**src/rtl/hazard_stall_unit.sv**
```systemverilog
// hazard_stall_unit
//   Stall and freeze generator for the 5-stage pipeline. It sits beside the ID
//   stage and covers the cases forwarding cannot: results that do not exist yet.
//     - load-use hazard      : one bubble into ID/EX, PC and IF/ID held
//     - multi-cycle data mem : whole pipeline frozen until mem_ack_i, bounded by
//                              TIMEOUT_CYCLES, after which mem_err_o latches high
//
//   State | meaning
//   ------+--------------------------------------------------------------
//   IDLE  | normal flow; may insert a load-use bubble or start a freeze
//   MEM_WAIT | data-memory access outstanding; everything frozen
//
// Parameters
//   TIMEOUT_CYCLES  max frozen cycles for one access before forced release (>= 2)
//   CNT_W           wait counter width, 2**CNT_W > TIMEOUT_CYCLES
//
// Ports
//   clk_i, rst_i            clock, asynchronous active-low reset
//   RSaddr_i/RTaddr_i       source registers of the ID instruction
//   RSuse_i/RTuse_i         ID instruction actually reads rs / rt
//   IDEX_MemRead_i          EX instruction is a load
//   IDEX_RTaddr_i           load destination of the EX instruction
//   EXMEM_MemAccess_i       MEM stage accesses data memory this cycle
//   mem_ack_i               data memory completion pulse
//   PCWrite_o, IFIDWrite_o  front-end register enables
//   IDEX_Flush_o            zero the control bits written into ID/EX
//   Freeze_o                hold ID/EX, EX/MEM, MEM/WB
//   mem_err_o               sticky memory-timeout flag
//
// Optional feature, macro HAZARD_PERF_EN
//   Adds saturating 32-bit counters bubble_cnt_o (cycles with IDEX_Flush_o=1)
//   and freeze_cnt_o (cycles with Freeze_o=1). Without the macro neither the
//   ports nor the counter logic exist.

module hazard_stall_unit #(
   parameter int TIMEOUT_CYCLES = 64,
   parameter int CNT_W          = 7
) (
   input  logic       clk_i,
   input  logic       rst_i,
   input  logic [4:0] RSaddr_i,
   input  logic [4:0] RTaddr_i,
   input  logic       RSuse_i,
   input  logic       RTuse_i,
   input  logic       IDEX_MemRead_i,
   input  logic [4:0] IDEX_RTaddr_i,
   input  logic       EXMEM_MemAccess_i,
   input  logic       mem_ack_i,
   output logic       PCWrite_o,
   output logic       IFIDWrite_o,
   output logic       IDEX_Flush_o,
   output logic       Freeze_o,
   output logic       mem_err_o
`ifdef HAZARD_PERF_EN
   ,
   output logic [31:0] bubble_cnt_o,
   output logic [31:0] freeze_cnt_o
`endif
);

   localparam logic [0:0] ST_IDLE     = 1'b0;
   localparam logic [0:0] ST_MEM_WAIT = 1'b1;

   localparam logic [CNT_W-1:0] CNT_ONE  = CNT_W'(1);
   localparam logic [CNT_W-1:0] CNT_LAST = CNT_W'(TIMEOUT_CYCLES - 1);

   generate
      if (TIMEOUT_CYCLES < 2) begin : g_bad_timeout
         $error("hazard_stall_unit: TIMEOUT_CYCLES must be >= 2");
      end
      if ((64'd1 << CNT_W) <= 64'(TIMEOUT_CYCLES)) begin : g_bad_cnt_w
         $error("hazard_stall_unit: CNT_W too narrow for TIMEOUT_CYCLES");
      end
   endgenerate

   logic [0:0]       state_q;
   logic [0:0]       state_d;
   logic [CNT_W-1:0] cnt_q;
   logic [CNT_W-1:0] cnt_d;
   logic             err_q;
   logic             err_d;

   logic load_use;
   logic mem_busy;
   logic rs_hit;
   logic rt_hit;

   logic pc_en;
   logic ifid_en;
   logic flush;
   logic freeze;

   // Register 0 is hardwired, so a load "to" r0 never produces a hazard.
   always_comb begin
      rs_hit   = RSuse_i && (IDEX_RTaddr_i == RSaddr_i);
      rt_hit   = RTuse_i && (IDEX_RTaddr_i == RTaddr_i);
      load_use = IDEX_MemRead_i && (IDEX_RTaddr_i != 5'd0) && (rs_hit || rt_hit);
      // An access acknowledged in its first cycle never needs a freeze.
      mem_busy = EXMEM_MemAccess_i && !mem_ack_i;
   end

   always_comb begin
      state_d = state_q;
      cnt_d   = cnt_q;
      err_d   = err_q;
      pc_en   = 1'b1;
      ifid_en = 1'b1;
      flush   = 1'b0;
      freeze  = 1'b0;

      case (state_q)
         ST_IDLE: begin
            // Freeze has priority; a coincident load-use bubble is picked up
            // again on the release cycle because inputs are re-evaluated then.
            if (mem_busy) begin
               freeze  = 1'b1;
               pc_en   = 1'b0;
               ifid_en = 1'b0;
               state_d = ST_MEM_WAIT;
               cnt_d   = CNT_ONE;
            end else if (load_use) begin
               pc_en   = 1'b0;
               ifid_en = 1'b0;
               flush   = 1'b1;
            end
         end

         ST_MEM_WAIT: begin
            // The ack cycle is still frozen; load_use is irrelevant while ID/EX holds.
            freeze  = 1'b1;
            pc_en   = 1'b0;
            ifid_en = 1'b0;
            if (mem_ack_i) begin
               state_d = ST_IDLE;
               cnt_d   = '0;
            end else if (cnt_q == CNT_LAST) begin
               err_d   = 1'b1;
               state_d = ST_IDLE;
               cnt_d   = '0;
            end else begin
               cnt_d   = cnt_q + CNT_ONE;
            end
         end

         default: begin
            state_d = ST_IDLE;
            cnt_d   = '0;
         end
      endcase
   end

   always_ff @(posedge clk_i or negedge rst_i) begin
      if (!rst_i) begin
         state_q <= ST_IDLE;
         cnt_q   <= '0;
         err_q   <= 1'b0;
      end else begin
         state_q <= state_d;
         cnt_q   <= cnt_d;
         err_q   <= err_d;
      end
   end

   // Outputs are forced to their idle values while reset is asserted so the
   // pipeline sees a clean "run" indication even with live inputs.
   always_comb begin
      PCWrite_o    = pc_en   || !rst_i;
      IFIDWrite_o  = ifid_en || !rst_i;
      IDEX_Flush_o = flush   && rst_i;
      Freeze_o     = freeze  && rst_i;
      mem_err_o    = err_q;
   end

`ifdef HAZARD_PERF_EN
   logic [31:0] bubble_cnt_q;
   logic [31:0] freeze_cnt_q;

   always_ff @(posedge clk_i or negedge rst_i) begin
      if (!rst_i) begin
         bubble_cnt_q <= '0;
         freeze_cnt_q <= '0;
      end else begin
         if (IDEX_Flush_o && (bubble_cnt_q != 32'hFFFF_FFFF)) begin
            bubble_cnt_q <= bubble_cnt_q + 32'd1;
         end
         if (Freeze_o && (freeze_cnt_q != 32'hFFFF_FFFF)) begin
            freeze_cnt_q <= freeze_cnt_q + 32'd1;
         end
      end
   end

   always_comb begin
      bubble_cnt_o = bubble_cnt_q;
      freeze_cnt_o = freeze_cnt_q;
   end
`endif

endmodule

```
**config.mk**
```make
export PLATFORM = sky130hd
export DESIGN_NAME = hazard_stall_unit
export DESIGN_NICKNAME = d
export VERILOG_FILES = /design/src/rtl/hazard_stall_unit.sv
export SDC_FILE = /design/constraint.sdc
export NUM_CORES = 1
export LEC_CHECK = 0
export CAP_MARGIN = 30
export CORE_MARGIN = 5
export CORE_UTILIZATION = 43
export CTS_CLUSTER_DIAMETER = 100
export DETAILED_ROUTE_END_ITERATION = 10
export GPL_TIMING_DRIVEN = 1
export HOLD_SLACK_MARGIN = 0.08
export PLACE_DENSITY = 0.83
export SYNTH_ARGS = -nofsm -noshare
export SYNTH_HDL_FRONTEND = slang
export SYNTH_SLANG_ARGS = --single-unit
```
**constraint.sdc**
```tcl
create_clock -name clk_i -period 2.8 [get_ports clk_i]
set_input_delay 0.84 -clock clk_i [delete_from_list [all_inputs] [get_ports clk_i]]
set_output_delay 0.84 -clock clk_i [all_outputs]
set_load 0.1 [all_outputs]
```
[Word level (Yosys, flattened, before mapping)]
Cells that the tools add are included.
Operators by class
  add/subtract/negate cells: 1
  equal/unequal tests: 4
  mux-type cells: 15
  bitwise logic cells: 2
  reductions and logical operators: 13
Operators with widths (count)
  7-bit 2-to-1 mux: 3
  7-bit one-hot mux with 2 select lines: 1
  5-bit equality test: 2
  1-bit 2-to-1 mux: 8
  7-bit by 1-bit adder with 7-bit output, second input constant: 1
  7-bit by 6-bit equality test with 1-bit output, second input constant: 1
  1-bit logical AND: 7
  1-bit one-hot mux with 2 select lines: 3
  5-bit nonzero test: 1
  3-bit AND reduction: 1
  1-bit zero test: 2
  1-bit logical OR: 2
  2-bit inequality test, second input constant: 1
  1-bit NOT: 2
Word-level totals
  bits in registers: 9
  input port bits: 22
  output and inout port bits: 5
  logic and storage cells: 38

[Depth between registers and ports, before layout]
  word-level depth: 8
  mapped depth: 6
  mapped depth without buffers: 5

[Worst setup path after synthesis]
No wires, ideal clock.
  path type: input-to-output
  start: input mem_ack_i
  end: output PCWrite_o
  arrival time: 3.949 ns
  required time: 1.960 ns
  slack: -1.989 ns
  stages on the path: 5
  path buffers: 1
  cells stage by stage: inv_1 -> a21oi_2 -> nor2b_1 -> a31oi_1 -> buf_4
Between the ends
  longest elaborated chain between the ends: 5
RTL lines
  start: declaration: RTL line 48  | input logic mem_ack_i,
  1-bit zero test: RTL line 99  | mem_busy = EXMEM_MemAccess_i && !mem_ack_i;
  1-bit logical AND: RTL line 99
  1-bit 2-to-1 mux
  1-bit one-hot mux with 2 select lines
  1-bit logical OR
  end: declaration: RTL line 49  | output logic PCWrite_o,
No other way between the ends.

[Worst setup path in the final report]
  start: input mem_ack_i
  end: output IFIDWrite_o
Between the ends
  longest elaborated chain between the ends: 5
RTL lines
  1-bit zero test: RTL line 99
  1-bit logical AND: RTL line 99
  1-bit 2-to-1 mux: RTL line 115  | if (mem_busy) begin
  1-bit one-hot mux with 2 select lines: RTL line 111  | case (state_q)
  1-bit logical OR: RTL line 168  | IFIDWrite_o = ifid_en || !rst_i;
  end: declaration: RTL line 50  | output logic IFIDWrite_o,
No other way between the ends.

==> out/qor.json <==
{
  "outcome": {
    "run_status": "complete, no violations"
  },
  "critical_path": {
    "crit_arrival_ps": 1920,
    "setup.worst_path.start_class": "input port",
    "critical_path.endpoint": "IFIDWrite_o",
    "worstReg2RegEnd": "state_q",
    "required_time_of_the_worst_setup_path_ps": 1960,
    "cp_launch_point": "mem_ack_i",
    "worst_r2r_startpoint": "cnt_q[0]",
    "setup.worst_path.class": "in2out",
    "worst-r2r-setup-slack_ps": 1390,
    "timing.critical_path.fanout_max": 3,
    "reg2regPathDepth": 4,
    "worstSetupEndpointType": "output pin"
  },
  "place": {
    "dp.final_hpwl_mm": 1.35,
    "place_worst_setup_slack_ps": -329,
    "gp_congestion": 0.780,
    "io_buffer_count": 26
  },
  "drt": {
    "drt_pass1_iterations": 3,
    "drt.antenna.violating_nets": 0,
    "wl_mm": 1.78,
    "detailedRoute.firstIterationViolations": 6,
    "residual_drc": 0,
    "routed_via_density": 5.30,
    "wl_per_cell_um": 15.1,
    "detailroute.via_count": 625
  },
  "power": {
    "net_switching_power_figure_mw": 0.125,
    "internal_power_mw": 0.262,
    "power_frac_seq": 0.375,
    "cellLeakagePower_nw": 0.495,
    "comb_power_share": 0.362,
    "power_density_nw_per_um2": 370,
    "ir_worst_vdd_uv": 247,
    "sw_frac_of_total": 0.324,
    "pwr-share-clk": 0.263
  },
  "timing": {
    "skew_ps": 0.924,
    "slew-limit-headroom": 0.778,
    "drv_slew": 0,
    "period_minus_slack_ps": 2760,
    "timing.final.setup_violations": 0,
    "achievable-frequency_mhz": 363,
    "timing_worst_slew_pin_value_ps": 333,
    "fin_crit_sh": 0.985,
    "totalNegativeSetupSlack_ps": 0,
    "fin_ws_ps": 42.9,
    "final_hold_viol_count": 0
  },
  "final_layout": {
    "most_used_cells_in_the_layout_excluding_fill_and_tap_cells": "9 x sky130_fd_sc_hd__dfrtp_1, 8 x sky130_fd_sc_hd__clkbuf_2, 7 x sky130_fd_sc_hd__xnor2_1, 7 x sky130_fd_sc_hd__nand2_1, 7 x sky130_fd_sc_hd__buf_4",
    "drive_above_1_share": 0.388,
    "layout_commonest_cell": "sky130_fd_sc_hd__dfrtp_1",
    "insertedDiodeCount": 0,
    "fill_cells": 103,
    "finish.net_count": 127,
    "area_growth_syn_to_layout_pct": 70.1
  },
  "clock_tree": {
    "cts_root_buffer": "sky130_fd_sc_hd__clkbuf_4",
    "cts_tree": "built",
    "ctsHtreeMaxLevel": 1,
    "clk_pin_slew_ps": 60,
    "cts_made_buffers": 3,
    "cts_hold_buf": 0,
    "insertion_delay_ps": 260,
    "numClockSinks": 9,
    "ctsLongestPathBuffers": 2
  },
  "global_routing": {
    "grt_max_degree": 10,
    "overflow": 0,
    "first_global_vias": 648,
    "grt_first_pass_wirelength_mm": 2.88,
    "grt_antenna_before_repair": 0,
    "grt_use_total": 0.184
  },
  "synth": {
    "synthesis.yosys.warnings": 0,
    "postSynthCellCount": 69,
    "seq_area_frac_synth": 0.366,
    "synth.net_count": 92,
    "synth-seq-cells": 9,
    "yosys.cell_types.count": 31,
    "synth_area_um2": 616,
    "mean_instance_size_in_the_synthesized_netlist_um2": 8.92
  },
  "floorplanning": {
    "die_x_extent_um": 47.8,
    "die_y_um": 47.8,
    "placeableCoreArea_um2": 1330,
    "row_count": 13,
    "ioPinCount": 27,
    "floorplan.die_area_um2": 2290,
    "starting_utilization_of_the_core_area": 0.462
  },
  "job": {
    "timing.max_cap.violations": 0
  },
  "worst_hold_path": {
    "timing.hold.worst.class": "reg2reg"
  }
}
-- kinds of logic after synthesis --
family / Yosys count / synth area share
AND/OR/NAND/NOR: 25 / 0.230
AO/OA/AOI/OAI: 17 / 0.175
XOR/XNOR: 11 / 0.157
flip-flops: 9 / 0.366
buffers and inverters: 5 / 0.0366
multiplexers: 1 / 0.0163
adder cells (fa/ha/maj): 1 / 0.0203
-- what timing repair did --
action	in CTS	in global routing
cloned	0	0
pin swaps	14	15
gates resized for setup	42	32
endpoints found under the setup margin	4	3
buffers inserted	1	0
-- metrics by stage --
step	cells	util	total power, mW	hold WS, ps	instance area, um^2
CTS	118	0.774	0.382	484	1030
global placement	113	0.751	0.281	442	1000
finish	118	0.785	0.387	474	1050
floorplan	69	-	0.220	450	672
global route	118	0.785	0.411	497	1050
detailed placement	113	0.751	0.283	470	1000
-- how the worst min path moves through the flow --
stage                         start  depth (start not counted)        end
after detailed placement  mem_err_o                          1  mem_err_o
after floorplan            cnt_q[6]                          1   cnt_q[6]
final                     mem_err_o                          1  mem_err_o
after global placement    mem_err_o                          1  mem_err_o
after global routing      mem_err_o                          1  mem_err_o
after CTS                 mem_err_o                          1  mem_err_o
-- synthesized netlist by cell type, drive strengths merged --
cell type	instances	area share
a21o	1	0.012
nor3	1	0.0081
inv	3	0.018
a31oi	2	0.020
and3	1	0.010
and2	2	0.020
a211oi	1	0.012
nand3	2	0.016
dfrtp	9	0.37
buf	1	0.012
o211ai	1	0.012
nand2b	1	0.022
ha	1	0.020
and4	1	0.014
o21a	1	0.012
clkbuf	1	0.0061
or4	1	0.012
nor2b	2	0.020
o21ai	4	0.033
o22ai	2	0.020
or3	1	0.010
a22o	1	0.014
a21oi	4	0.039
nor2	3	0.018
nand2	7	0.043
mux2i	1	0.016
and3b	1	0.014
nand4	2	0.020
xnor2	11	0.16
-- per-layer routing --
metal	up-vias	routed length, um	track usage
met5	-	0	0
met3	6	115	0.0639
li1	313	-	-
met4	0	53	0.0538
met2	22	918	0.311
met1	284	691	0.219
-- area by class of cell --
cell class                 count  area (um^2)  share of cell area
inverter                       3         23.8              0.0227
sequential                     9          225               0.215
timing repair buffer          32          303               0.289
tap                           15         18.8              0.0179
multi-input combinational     55          450               0.430
clock buffer                   4         26.3              0.0251
-- flip-flops by register name, summed over array words and instances (netlist names) --
name and count:
cnt_q 7, mem_err_o 1, state_q 1
-- worst max-delay path, stage by stage --
cell                              delay [ps]
sky130_fd_sc_hd__clkdlybuf4s15_1         340
sky130_fd_sc_hd__inv_12                   30
sky130_fd_sc_hd__a21oi_4                 190
sky130_fd_sc_hd__nor2b_4                  70
sky130_fd_sc_hd__a31oi_4                 220
sky130_fd_sc_hd__buf_12                  210
-- power groups by stage --
stage          clock network, mW  registers (mW)  logic (mW)
3_3_place_gp                   0           0.147       0.133
3_5_place_dp                   0           0.147       0.135
5_1_grt                    0.114           0.146       0.151
4_1_cts                    0.105           0.145       0.131
2_1_floorplan                  0           0.146      0.0738
6_report                   0.102           0.145       0.140
Power figures use the tool's default switching activity.
